<file path="src/rtl/hazard_pkg.sv">
// Shared types for the RV32 pipeline hazard controller: forwarding selects and
// data-memory wait FSM states.
package hazard_pkg;

    typedef enum logic [1:0] {
        FWD_RF  = 2'b00,
        FWD_WB  = 2'b01,
        FWD_MEM = 2'b10
    } fwd_sel_t;

    typedef enum logic [1:0] {
        IDLE = 2'b00,
        WAIT = 2'b01,
        ERR  = 2'b10
    } mem_state_t;

    localparam int DEF_MEM_TIMEOUT = 15;

endpackage

</file>
<file path="src/rtl/mem_wait_fsm.sv">
// Data-memory wait sequencer: tracks req/ack handshakes, raises the stall request,
// and times out a wait that exceeds MEM_TIMEOUT cycles.
module mem_wait_fsm
    import hazard_pkg::*;
#(
    parameter int MEM_TIMEOUT = DEF_MEM_TIMEOUT
) (
    input  logic clk,
    input  logic reset,
    input  logic i_mem_req,
    input  logic i_mem_ack,
    output logic o_mem_stall,
    output logic o_busy,
    output logic o_err
);

    localparam int CW = $clog2(MEM_TIMEOUT + 1);

    mem_state_t      r_state;
    mem_state_t      w_next_state;
    logic [CW-1:0]   r_cnt;
    logic [CW-1:0]   w_next_cnt;

    always_ff @(posedge clk or posedge reset) begin
        if (reset) begin
            r_state <= IDLE;
            r_cnt   <= '0;
        end else begin
            r_state <= w_next_state;
            r_cnt   <= w_next_cnt;
        end
    end

    always_comb begin
        w_next_state = r_state;
        w_next_cnt   = r_cnt;
        o_mem_stall  = 1'b0;
        o_busy       = 1'b0;
        o_err        = 1'b0;
        case (r_state)
            IDLE: begin
                // Ack in the request cycle costs no stall at all.
                if (i_mem_req && !i_mem_ack) begin
                    o_mem_stall  = 1'b1;
                    w_next_state = WAIT;
                    w_next_cnt   = CW'(1);
                end
            end
            WAIT: begin
                o_busy = 1'b1;
                if (i_mem_ack) begin
                    w_next_state = IDLE;
                    w_next_cnt   = '0;
                end else begin
                    o_mem_stall = 1'b1;
                    if (r_cnt == CW'(MEM_TIMEOUT)) begin
                        w_next_state = ERR;
                        w_next_cnt   = '0;
                    end else begin
                        w_next_cnt = r_cnt + CW'(1);
                    end
                end
            end
            ERR: begin
                o_err        = 1'b1;
                w_next_state = IDLE;
                w_next_cnt   = '0;
            end
            default: begin
                w_next_state = IDLE;
                w_next_cnt   = '0;
            end
        endcase
    end

endmodule

</file>
<file path="src/rtl/pipeline_hazard_ctrl.sv">
// Hazard/sequencing controller for the 5-stage RV32 pipeline: EX forwarding, load-use
// stalls, branch flushes and memory-wait stalls. Macro PERF_CNT_EN adds perf counters.
module pipeline_hazard_ctrl
    import hazard_pkg::*;
#(
    parameter int REG_AW      = 5,
    parameter int MEM_TIMEOUT = DEF_MEM_TIMEOUT
`ifdef PERF_CNT_EN
    ,
    parameter int CNT_W       = 32
`endif
) (
    input  logic              clk,
    input  logic              reset,
    input  logic [REG_AW-1:0] Rs1D,
    input  logic [REG_AW-1:0] Rs2D,
    input  logic [REG_AW-1:0] Rs1E,
    input  logic [REG_AW-1:0] Rs2E,
    input  logic [REG_AW-1:0] RdE,
    input  logic [REG_AW-1:0] RdM,
    input  logic [REG_AW-1:0] RdW,
    input  logic              LoadE,
    input  logic              RegWriteM,
    input  logic              RegWriteW,
    input  logic              PCSrcE,
    input  logic              MemReqM,
    input  logic              MemAckM,
    output logic [1:0]        ForwardAE,
    output logic [1:0]        ForwardBE,
    output logic              StallF,
    output logic              StallD,
    output logic              StallE,
    output logic              StallM,
    output logic              FlushD,
    output logic              FlushE,
    output logic              FlushW,
    output logic              MemBusy,
    output logic              MemErr
`ifdef PERF_CNT_EN
    ,
    output logic [CNT_W-1:0]  StallCnt,
    output logic [CNT_W-1:0]  FlushCnt,
    output logic [CNT_W-1:0]  MemErrCnt
`endif
);

    logic     w_mem_stall;
    logic     w_mem_busy;
    logic     w_mem_err;
    logic     w_lw_stall;
    fwd_sel_t w_fwd_a;
    fwd_sel_t w_fwd_b;

    function automatic fwd_sel_t fwd_select(
        input logic [REG_AW-1:0] rs,
        input logic              wr_m,
        input logic [REG_AW-1:0] rd_m,
        input logic              wr_w,
        input logic [REG_AW-1:0] rd_w
    );
        if (wr_m && (rd_m == rs) && (rd_m != '0))
            return FWD_MEM;
        else if (wr_w && (rd_w == rs) && (rd_w != '0))
            return FWD_WB;
        return FWD_RF;
    endfunction

    mem_wait_fsm #(
        .MEM_TIMEOUT (MEM_TIMEOUT)
    ) u_mem_wait_fsm (
        .clk         (clk),
        .reset       (reset),
        .i_mem_req   (MemReqM),
        .i_mem_ack   (MemAckM),
        .o_mem_stall (w_mem_stall),
        .o_busy      (w_mem_busy),
        .o_err       (w_mem_err)
    );

    assign w_fwd_a    = fwd_select(Rs1E, RegWriteM, RdM, RegWriteW, RdW);
    assign w_fwd_b    = fwd_select(Rs2E, RegWriteM, RdM, RegWriteW, RdW);
    assign w_lw_stall = LoadE && (RdE != '0) && ((RdE == Rs1D) || (RdE == Rs2D));

    always_comb begin
        ForwardAE = w_fwd_a;
        ForwardBE = w_fwd_b;
        StallF    = 1'b0;
        StallD    = 1'b0;
        StallE    = 1'b0;
        StallM    = 1'b0;
        FlushD    = 1'b0;
        FlushE    = 1'b0;
        FlushW    = 1'b0;
        MemBusy   = w_mem_busy;
        MemErr    = w_mem_err;
        // A taken branch waiting behind a memory stall stays in EX and fires on release.
        if (w_mem_stall) begin
            StallF = 1'b1;
            StallD = 1'b1;
            StallE = 1'b1;
            StallM = 1'b1;
            FlushW = 1'b1;
        end else if (PCSrcE) begin
            FlushD = 1'b1;
            FlushE = 1'b1;
        end else if (w_lw_stall) begin
            StallF = 1'b1;
            StallD = 1'b1;
            FlushE = 1'b1;
        end
        if (w_mem_err)
            FlushW = 1'b1;
        if (reset) begin
            ForwardAE = FWD_RF;
            ForwardBE = FWD_RF;
            StallF    = 1'b0;
            StallD    = 1'b0;
            StallE    = 1'b0;
            StallM    = 1'b0;
            FlushD    = 1'b1;
            FlushE    = 1'b1;
            FlushW    = 1'b1;
            MemBusy   = 1'b0;
            MemErr    = 1'b0;
        end
    end

`ifdef PERF_CNT_EN
    logic [CNT_W-1:0] r_stall_cnt;
    logic [CNT_W-1:0] r_flush_cnt;
    logic [CNT_W-1:0] r_err_cnt;

    function automatic logic [CNT_W-1:0] sat_inc(input logic [CNT_W-1:0] v);
        return (&v) ? v : v + CNT_W'(1);
    endfunction

    always_ff @(posedge clk or posedge reset) begin
        if (reset) begin
            r_stall_cnt <= '0;
            r_flush_cnt <= '0;
            r_err_cnt   <= '0;
        end else begin
            if (StallF || StallD || StallE || StallM)
                r_stall_cnt <= sat_inc(r_stall_cnt);
            if (FlushD || FlushE)
                r_flush_cnt <= sat_inc(r_flush_cnt);
            if (MemErr)
                r_err_cnt <= sat_inc(r_err_cnt);
        end
    end

    assign StallCnt  = r_stall_cnt;
    assign FlushCnt  = r_flush_cnt;
    assign MemErrCnt = r_err_cnt;
`endif

endmodule

</file>
<file path="config.mk">
export PLATFORM = sky130hd
export DESIGN_NAME = pipeline_hazard_ctrl
export DESIGN_NICKNAME = d
export VERILOG_FILES = /design/src/rtl/hazard_pkg.sv /design/src/rtl/mem_wait_fsm.sv /design/src/rtl/pipeline_hazard_ctrl.sv
export SDC_FILE = /design/constraint.sdc
export NUM_CORES = 1
export LEC_CHECK = 0
export BUFFER_PORTS_ARGS = -buffer_cell sky130_fd_sc_hd__buf_2
export CAP_MARGIN = 20
export CORE_ASPECT_RATIO = 0.75
export CORE_MARGIN = 2
export CORE_UTILIZATION = 30
export CTS_BUF_LIST = sky130_fd_sc_hd__clkbuf_2
export CTS_CLUSTER_DIAMETER = 30
export DETAILED_ROUTE_END_ITERATION = 8
export GPL_TIMING_DRIVEN = 0
export PLACE_DENSITY = 0.65
export SETUP_SLACK_MARGIN = 0.02
export SKIP_CTS_REPAIR_TIMING = 1
export SLEW_MARGIN = 20
export SYNTH_ARGS = -nofsm -noshare
export SYNTH_HDL_FRONTEND = slang
export SYNTH_SLANG_ARGS = --single-unit
</file>
<file path="constraint.sdc">
create_clock -name clk -period 2.8 [get_ports clk]
set_input_delay 0.14 -clock clk [delete_from_list [all_inputs] [get_ports clk]]
set_output_delay 0.14 -clock clk [all_outputs]
set_load 0.01 [all_outputs]
</file>
After elaboration in Yosys (flattened, before gate mapping):

Cells that the tools add are included.

* logic and storage cells: 73
* bits in registers: 6

* $add $sub $neg: 1
* muxes and demuxes: 41
* reduce and logical (&&, ||, !) cells: 18
* equal/unequal tests: 11

Operators with widths (count)
* == test 5 bit: 6
* two-way mux 1 bit: 24
* two-way mux 2 bit: 11
* nonzero test 5 bit: 3
* two-way mux 4 bit: 3
* logical AND 1 bit: 11
* case mux 4 bit (2 select lines): 1
* adder 4 x 1 -> 4 bit, second input constant: 1
* == test 4 bit, second input constant: 1
* case mux 2 bit (2 select lines): 1
* != test 3 x 2 -> 1 bit, second input constant: 1
* == test 2 x 1 -> 1 bit, second input constant: 1
* == test 2 bit, second input constant: 1
* zero test 2 bit: 1
* != test 2 x 1 -> 1 bit, second input constant: 1
* case mux 1 bit (2 select lines): 1
* AND reduction 2 bit: 1
* zero test 1 bit: 1
* logical OR 1 bit: 1

Logic depth before layout (Yosys ltp):

Gate-level depths: netlist of the first run.

* depth after elaboration: 7
* gate-level depth with buffers: 6
* mapped depth without buffers: 5

Cells and area by module:

Synthesis of the first run repeated with hierarchy kept, for this count alone.

* cell total of the unflattened synthesis: 98
* area, all modules: 808.3 sq um

By module, submodules not included
* pipeline_hazard_ctrl: instances 1, area each 484.2 sq um, cells an instance 66
* mem_wait_fsm: instances 1, area each 324.1 sq um, cells an instance 32

Worst setup path before layout of the first run:

OpenSTA, ideal clock, no wires.

* path type: register to output
* from: register u_mem_wait_fsm.r_state[1]
* to: output port StallF
* slack: 1.093 ns
* buffers on the path: 1
* stages on the path, launching flop included: 7
* data arrival time: 1.567 ns
* cells stage by stage: dfrtp_1 -> nor2_1 -> o21ai_0 -> a21oi_1 -> inv_1 -> o31ai_1 -> buf_4

* cells in the longest elaborated chain, start to end: 4
* elaborated cells between the ends (all ways): 5
* classes of those cells: eq/ne: 1; mux: 3; reduce/logical: 1

Ends and longest elaborated chain
* start: declaration: RTL line mem_wait_fsm.sv:19 `mem_state_t r_state;`
* start signal: assignment: RTL line mem_wait_fsm.sv:29 `r_state <= w_next_state;`
* == test 2 x 1 -> 1 bit / zero test 2 bit (equally long branches): RTL line mem_wait_fsm.sv:40 `case (r_state)`
* case mux 1 bit (2 select lines) *: RTL line mem_wait_fsm.sv:40
* two-way mux 1 bit * (2 in series)
* end: declaration: RTL line pipeline_hazard_ctrl.sv:30 `output logic StallF,`

Every way passes the cells marked *; elsewhere a longest branch is shown, timed or not.

Worst setup path in the final report of the first run:

* from: input port reset
* to: output port ForwardBE[0]

* cells in the longest elaborated chain, start to end: 1

Ends and longest elaborated chain
* start: declaration: RTL line pipeline_hazard_ctrl.sv:14 `input logic reset,`
* two-way mux 2 bit: RTL line pipeline_hazard_ctrl.sv:113 `if (reset) begin`
* end: declaration: RTL line pipeline_hazard_ctrl.sv:29 `output logic [1:0] ForwardBE,`

No other way between the ends.

==> parameters.txt, run 1 <==
Parameter                              Value

Setup path
  Beginning of the worst register-to-register path ... u_mem_wait_fsm.r_state[1]$_DFFE_PP0P_
  Slowest library cell on the worst path ... or4_1
  Worst Path Required ... 2.66 ns
  Kind of critical path ... input pin to output pin
  First element of the critical path ... reset
  Reg-to-reg endpoint ... u_mem_wait_fsm.r_cnt[3]$_DFFE_PP0P_
  Kind of start point of the critical path ... input pin
  Critical-path maximum fanout ... 9
  Worst Path Arrival ... 2.15 ns
  Combined buffer and inverter count along the critical path ... 4
  Worst-path cell chain ... dlygate4sd3_1, buf_2, inv_1, o211ai_1, or4_1, nor4_2, buf_2
  Endpoint class of the critical path ... output pin
  Cells on worst reg2reg path ... 4
  Cell repeated most along the worst path ... buf_2
  CP peak stage delay ... 0.59 ns
  Depth of the critical timing path with buffers and inverters included ... 7
  Worst setup path endpoint ... ForwardBE[0]
  Minimum setup slack among reg-to-reg paths ... 1.46 ns
  Cell family with the largest share of critical-path delay ... buffers and inverters

Floorplan
  Core region area ... 2384 sq um
  Die W ... 62.86 um
  Initial Util ... 0.3270
  Floorplan die height ... 48.15 um
  Die Outline Area ... 3026 sq um
  Placement Rows ... 15
  Number of top-level pins ... 56

Logic synthesis
  Mean instance size in the synthesized netlist ... 7.874 sq um
  Most common flop cell mapped by yosys ... dfrtp_1
  Biggest area consumer among synthesized cells ... xor2_1
  Total of warnings raised by yosys ... 0
  Combined area of all synthesized cells ... 779.5 sq um
  Top-count cell post-synth ... xor2_1
  Post-synth ARST share ... 1.000
  Number of nets in the synthesized netlist ... 143
  Count of distinct cell types in the synthesized netlist ... 28
  EDFF count, synth ... 0
  Synthesized netlist cell count ... 99
  Flops & latches, synth ... 6
  Share of the synthesized area in the top cell type ... 0.2022
  Most common library cells after synthesis ... 18 x xor2_1, 12 x xnor2_1, 8 x nor2_1, 7 x o21ai_0
  Register area share after synthesis ... 0.1926
  Top cells by area, synth ... xor2_1 20%, dfrtp_1 19%, xnor2_1 13%, o21ai_0 4.5%, nor3_1 3.9%

CTS
  Clk slew on worst S/H paths ... 0.06 ns
  Clock Root Buffer ... clkbuf_2
  Num CTS Buffers ... 3
  H-tree levels ... 1
  TritonCTS clock tree ... built
  Clock tree buffer depth ... 2
  Number of clock sinks seen by CTS ... 6
  Insertion delay of the later-clocked pin in the worst-skew pair ... 0.23 ns

Route
  Mean routed wirelength per cell ... 11.77 um
  Overall via count from detail_route ... 930
  Post-detailed-routing wire length ... 2.259 mm
  Number of nets with antenna violations after detailed routing ... 0
  Detailed-routing iteration count for the pre-antenna-repair pass ... 4
  Number of design rule violations left after detail routing ... 0
  Iteration-0 DRC count of the detailed router ... 33
  Via-per-instance ratio ... 4.844

Power
  Relative contribution of combinational cells to total power ... 0.460
  Power per unit of standard cell area ... 268.4 nW/um^2
  Proportion of power drawn by flip-flops and latches ... 0.335
  Share of total power consumed by net switching ... 0.3687
  Share of total power in the clock network ... 0.205
  Worst vdd rail ir drop ... 0.1012 mV
  Static leakage power ... 0.5587 nW
  Internal Pwr Total ... 0.1902 mW
  Reported net switching power ... 0.1111 mW

GRT
  Number of global-route vias before repair ... 826
  Aggregate global-route resource usage ... 0.1440
  Overflow left after global routing ... 0
  Wire length of the first global-routing pass ... 3.381 mm
  Largest net degree at the start of global routing ... 10
  Initial antenna violation count ... 0

Cells and area
  Final cell area excluding filler cells ... 1122 sq um
  Share of cells above drive strength 1 ... 0.4051
  Synthesis-to-layout area growth ... 43.98%
  Number of diodes added for antenna fixing ... 0
  Net count reported at finish ... 204

Placed design
  Place WS ... 1.032 ns
  Post-Place Cell Area ... 1097 sq um
  Number of I/O port buffers ... 55
  Final HPWL from detailed placement ... 2.007 mm
  Placer congestion estimate ... 0.8347

Timing
  Post-layout minimum cycle time ... 2.295 ns
  Period utilisation layout ... 0.8195
  Setup repair after global routing missed its margin ... no
  Worst max-slew margin expressed relative to the limit ... 0.7440
  Count of final hold-check violations ... 0
  Number of pins exceeding their max-slew limit in the final report ... 0
  Sum Neg Setup Slack ... 0 ns
  Clock Skews ... 0.001040 ns
  Final-report setup violation count ... 0
  Final Worst Setup Slack ... 0.5053 ns
  Highest attainable clock frequency ... 435.8 MHz
  Slew of the pin with the lowest slew margin ... 0.3801 ns

Status
  Outcome ... completed

Hold path
  Hold Path Class ... input pin to register

Job
  Max-cap violations ... 0
state kept, by name, indices dropped and copies added, names as in the netlist:
signal / count
u_mem_wait_fsm.r_state: 2
u_mem_wait_fsm.r_cnt: 4
worst register-to-register path, stage by stage (launching register included):
cell and delay, ns:
dfrtp_1 0.45, or3b_2 0.52, a21oi_1 0.12, o21ai_0 0.08, o21ai_0 0.09
cell usage in the layout, fill, tap and decap left out, drive strengths merged:
cell type,synthesis,routed
dfrtp,6,6
nor4,3,3
and3,1,1
clkbuf,0,3
a22o,1,1
nor2b,1,1
nand4,1,1
nor2,8,8
xnor2,12,12
ha,1,1
o21ai,8,8
xor2,18,18
dlygate4sd3,0,1
a22oi,1,1
buf,2,57
a41oi,1,1
nand2b,2,2
nand3,5,5
o31ai,2,2
a21oi,4,4
nor3,7,7
a21o,1,1
inv,4,4
or3b,1,1
o211ai,1,1
nand2,4,4
or4,4,4
through the flow:
step / utilization / power (mW) / hold WS, ns / cells
6_report: 0.4709 / 0.3013 / 0.2633 / 192
5_1_grt: 0.4709 / 0.3244 / 0.2555 / 192
4_1_cts: 0.4667 / 0.3027 / -0.09184 / 191
3_5_place_dp: 0.4604 / 0.2407 / 0.1601 / 188
3_3_place_gp: 0.4604 / 0.2366 / 0.1538 / 188
2_1_floorplan: - / 0.1744 / -0.04675 / 99
power by group through the flow:
stage	logic [mW]	clock network, mW	registers (mW)
3_5_place_dp	0.139	0	0.102
4_1_cts	0.139	0.0632	0.101
5_1_grt	0.155	0.0674	0.102
6_report	0.139	0.0617	0.101
2_1_floorplan	0.0744	0	0.100
3_3_place_gp	0.135	0	0.102
routing by layer:
layer  vias to the layer above  global-route usage  share of wire
li1                        470                   -              -
met1                       420              0.1616           0.42
met2                        36              0.2787           0.50
met3                         4             0.03695          0.066
met4                         0             0.05333          0.012
met5                         -                   0              0
final cells by class:
type	count	area, sq um
Timing Repair Buffer	56	285.3
Clock buffer	3	15.01
Inverter	4	15.01
Tap cell	34	42.54
Multi-Input combinational cell	87	599.3
Fill cell	248	1261
Buffer	2	15.01
Sequential cell	6	150.1
kinds of logic (layout without fill, tap and decap cells):
family / Yosys count / in the layout / share of synthesized area
XOR/XNOR: 30 / 30 / 0.3371
AND/OR/NAND/NOR: 37 / 37 / 0.2632
flip-flops: 6 / 6 / 0.1926
adder cells (fa/ha/maj): 1 / 1 / 0.01605
buffers and inverters: 6 / 65 / 0.03851
AO/OA/AOI/OAI: 19 / 19 / 0.1525
worst min-delay path by stage:
stage | end | cells past startpoint | startpoint
finish | u_mem_wait_fsm.r_state[1]$_DFFE_PP0P_ | 3 | MemAckM
global route | u_mem_wait_fsm.r_state[1]$_DFFE_PP0P_ | 3 | MemAckM
CTS | u_mem_wait_fsm.r_cnt[0]$_DFFE_PP0P_ | 2 | reset
detailed placement | u_mem_wait_fsm.r_state[0]$_DFFE_PP0P_ | 2 | reset
global placement | u_mem_wait_fsm.r_state[0]$_DFFE_PP0P_ | 2 | reset
floorplan | u_mem_wait_fsm.r_cnt[0]$_DFFE_PP0P_ | 1 | reset
Note: power is estimated with default switching activity, not from simulation.
==> run 2: changes to the inputs <==
- PLACE_DENSITY: 0.65 -> 0.67
- clock period: 2.8 -> 2.1 ns (I/O delays scaled with it)
==> parameters.txt, run 2 (synthesis gave the netlist of run 1 again) <==
Parameter                              Value

Status
  Outcome ... completed

CTS
  H-tree levels ... 1
  Clock tree buffer depth ... 2
  Clk slew on worst S/H paths ... 0.06 ns
  Insertion delay of the later-clocked pin in the worst-skew pair ... 0.23 ns
  Clock Root Buffer ... clkbuf_2
  TritonCTS clock tree ... built
  Number of clock sinks seen by CTS ... 6
  Num CTS Buffers ... 3

Setup path
  Cells on worst reg2reg path ... 4
  Minimum setup slack among reg-to-reg paths ... 0.75 ns
  Slowest library cell on the worst path ... dfrtp_1
  Worst Path Required ... 2.00 ns
  CP peak stage delay ... 0.44 ns
  Kind of start point of the critical path ... register
  Reg-to-reg endpoint ... u_mem_wait_fsm.r_cnt[3]$_DFFE_PP0P_
  First element of the critical path ... u_mem_wait_fsm.r_state[1]$_DFFE_PP0P_
  Kind of critical path ... register to output pin
  Critical-path maximum fanout ... 7
  Worst setup path endpoint ... StallF
  Worst-path cell chain ... nor2_1, o21ai_1, a21oi_1, inv_1, o31ai_2, buf_4, buf_2
  Beginning of the worst register-to-register path ... u_mem_wait_fsm.r_state[1]$_DFFE_PP0P_
  Endpoint class of the critical path ... output pin
  Worst Path Arrival ... 1.79 ns

Timing
  Final-report setup violation count ... 0
  Number of pins exceeding their max-slew limit in the final report ... 0
  Sum Neg Setup Slack ... 0 ns
  Period utilisation layout ... 0.9027
  Clock Skews ... 0.007256 ns
  Highest attainable clock frequency ... 527.5 MHz
  Worst max-slew margin expressed relative to the limit ... 0.7815
  Setup repair after global routing missed its margin ... no
  Post-layout minimum cycle time ... 1.896 ns
  Count of final hold-check violations ... 0
  Slew of the pin with the lowest slew margin ... 0.3244 ns

Cells and area
  Register bank with the most flops ... u_mem_wait_fsm.r_cnt
  Synthesis-to-layout area growth ... 44.62%
  Fill count ... 276
  Largest registers ... u_mem_wait_fsm.r_cnt x4, u_mem_wait_fsm.r_state x2
  Number of diodes added for antenna fixing ... 0
  Share of cells above drive strength 1 ... 0.4114
  Number of flip-flops under the largest register name ... 4
  Net count reported at finish ... 204
  Leading cell types in the layout, fill and taps excluded ... 55 x buf_2, 18 x xor2_1, 12 x xnor2_1, 8 x nor2_1
  Most common cell after layout, fill and taps aside ... buf_2

Route
  Post-detailed-routing wire length ... 2.265 mm
  Number of nets with antenna violations after detailed routing ... 0
  Iteration-0 DRC count of the detailed router ... 53
  Overall via count from detail_route ... 901
  Number of design rule violations left after detail routing ... 0
  Mean routed wirelength per cell ... 11.80 um
  Detailed-routing iteration count for the pre-antenna-repair pass ... 4
  Via-per-instance ratio ... 4.693

Placed design
  Placer congestion estimate ... 0.8415
  Number of I/O port buffers ... 55
  Final HPWL from detailed placement ... 1.973 mm

GRT
  Initial antenna violation count ... 0
  Overflow left after global routing ... 0
  Aggregate global-route resource usage ... 0.1496
  Largest net degree at the start of global routing ... 10
  Number of global-route vias before repair ... 870
  Wire length of the first global-routing pass ... 3.553 mm

Floorplan
  Initial Util ... 0.3270
  Die Outline Area ... 3026 sq um
  Number of top-level pins ... 56
  Die W ... 62.86 um
  Floorplan die height ... 48.15 um
  Placement Rows ... 15
  Core region area ... 2384 sq um

Job
  Max-cap violations ... 0

Hold path
  WHS Path Cells ... 3
  Hold Path Class ... input pin to register

Power
  Reported net switching power ... 0.1492 mW
  Static leakage power ... 0.5604 nW
  Worst vdd rail ir drop ... 0.1153 mV
  Total chip power ... 0.4031 mW
  Power per unit of standard cell area ... 357.6 nW/um^2
  Relative contribution of combinational cells to total power ... 0.462
  Proportion of power drawn by flip-flops and latches ... 0.334
  Share of total power in the clock network ... 0.204
  Internal Pwr Total ... 0.2539 mW
  Share of total power consumed by net switching ... 0.3701
==> run 2: cell counts in the layout (fill, tap and decap cells not counted) <==
Identical to the previous run, type by type.
==> run 2: final cells by class <==
class                      count  area [sq um]  share of cell area
clock buffer                   3         15.01             0.01332
timing repair buffer          56         285.3              0.2531
inverter                       4         15.01             0.01332
buffer                         2         15.01             0.01332
multi-input combinational     87         604.3              0.5361
sequential                     6         150.1              0.1332
tap                           34         42.54             0.03774
==> run 2: routing by layer <==
metal	global-route usage	vias to the layer above	routed length (um)
li1	-	470	-
met2	0.2936	26	1180
met4	0.02667	0	8
met3	0.03464	2	117
met1	0.1767	403	959
met5	0	-	0
==> run 2: power by group through the flow <==
stage / clock, mW / combinational, mW / sequential, mW
final: 0.0823 / 0.186 / 0.135
after global routing: 0.0956 / 0.209 / 0.136
after CTS: 0.0855 / 0.185 / 0.134
after detailed placement: 0 / 0.183 / 0.136
after global placement: 0 / 0.179 / 0.136
after floorplan: 0 / 0.0991 / 0.133
==> run 2: worst min path at each step <==
| stage | startpoint | endpoint |
|---|---|---|
| 2_1_floorplan | reset | u_mem_wait_fsm.r_cnt[0]$_DFFE_PP0P_ |
| 3_3_place_gp | reset | u_mem_wait_fsm.r_state[0]$_DFFE_PP0P_ |
| 3_5_place_dp | reset | u_mem_wait_fsm.r_state[0]$_DFFE_PP0P_ |
| 4_1_cts | reset | u_mem_wait_fsm.r_cnt[0]$_DFFE_PP0P_ |
| 5_1_grt | MemAckM | u_mem_wait_fsm.r_state[1]$_DFFE_PP0P_ |
| 6_report | MemAckM | u_mem_wait_fsm.r_state[1]$_DFFE_PP0P_ |
==> run 2: through the flow <==
stage / hold slack [ns] / cells / util / instance area (sq um) / worst slack [ns]
global route: 0.2271 / 192 / 0.4730 / 1127 / 0.05589
global placement: 0.1296 / 188 / 0.4604 / 1097 / 0.3878
floorplan: -0.08175 / 99 / - / 779.5 / 0.4285
finish: 0.2142 / 192 / 0.4730 / 1127 / 0.2042
detailed placement: 0.1259 / 188 / 0.4604 / 1097 / 0.3845
CTS: -0.1218 / 191 / 0.4667 / 1112 / 0.1087
==> run 2: critical path, delay by kind of cell (launching register included) <==
kind	cells	cell delay, ns
AO/OA/AOI/OAI	3	0.64
buffers and inverters	3	0.36
flip-flops	1	0.44
AND/OR/NAND/NOR	1	0.12
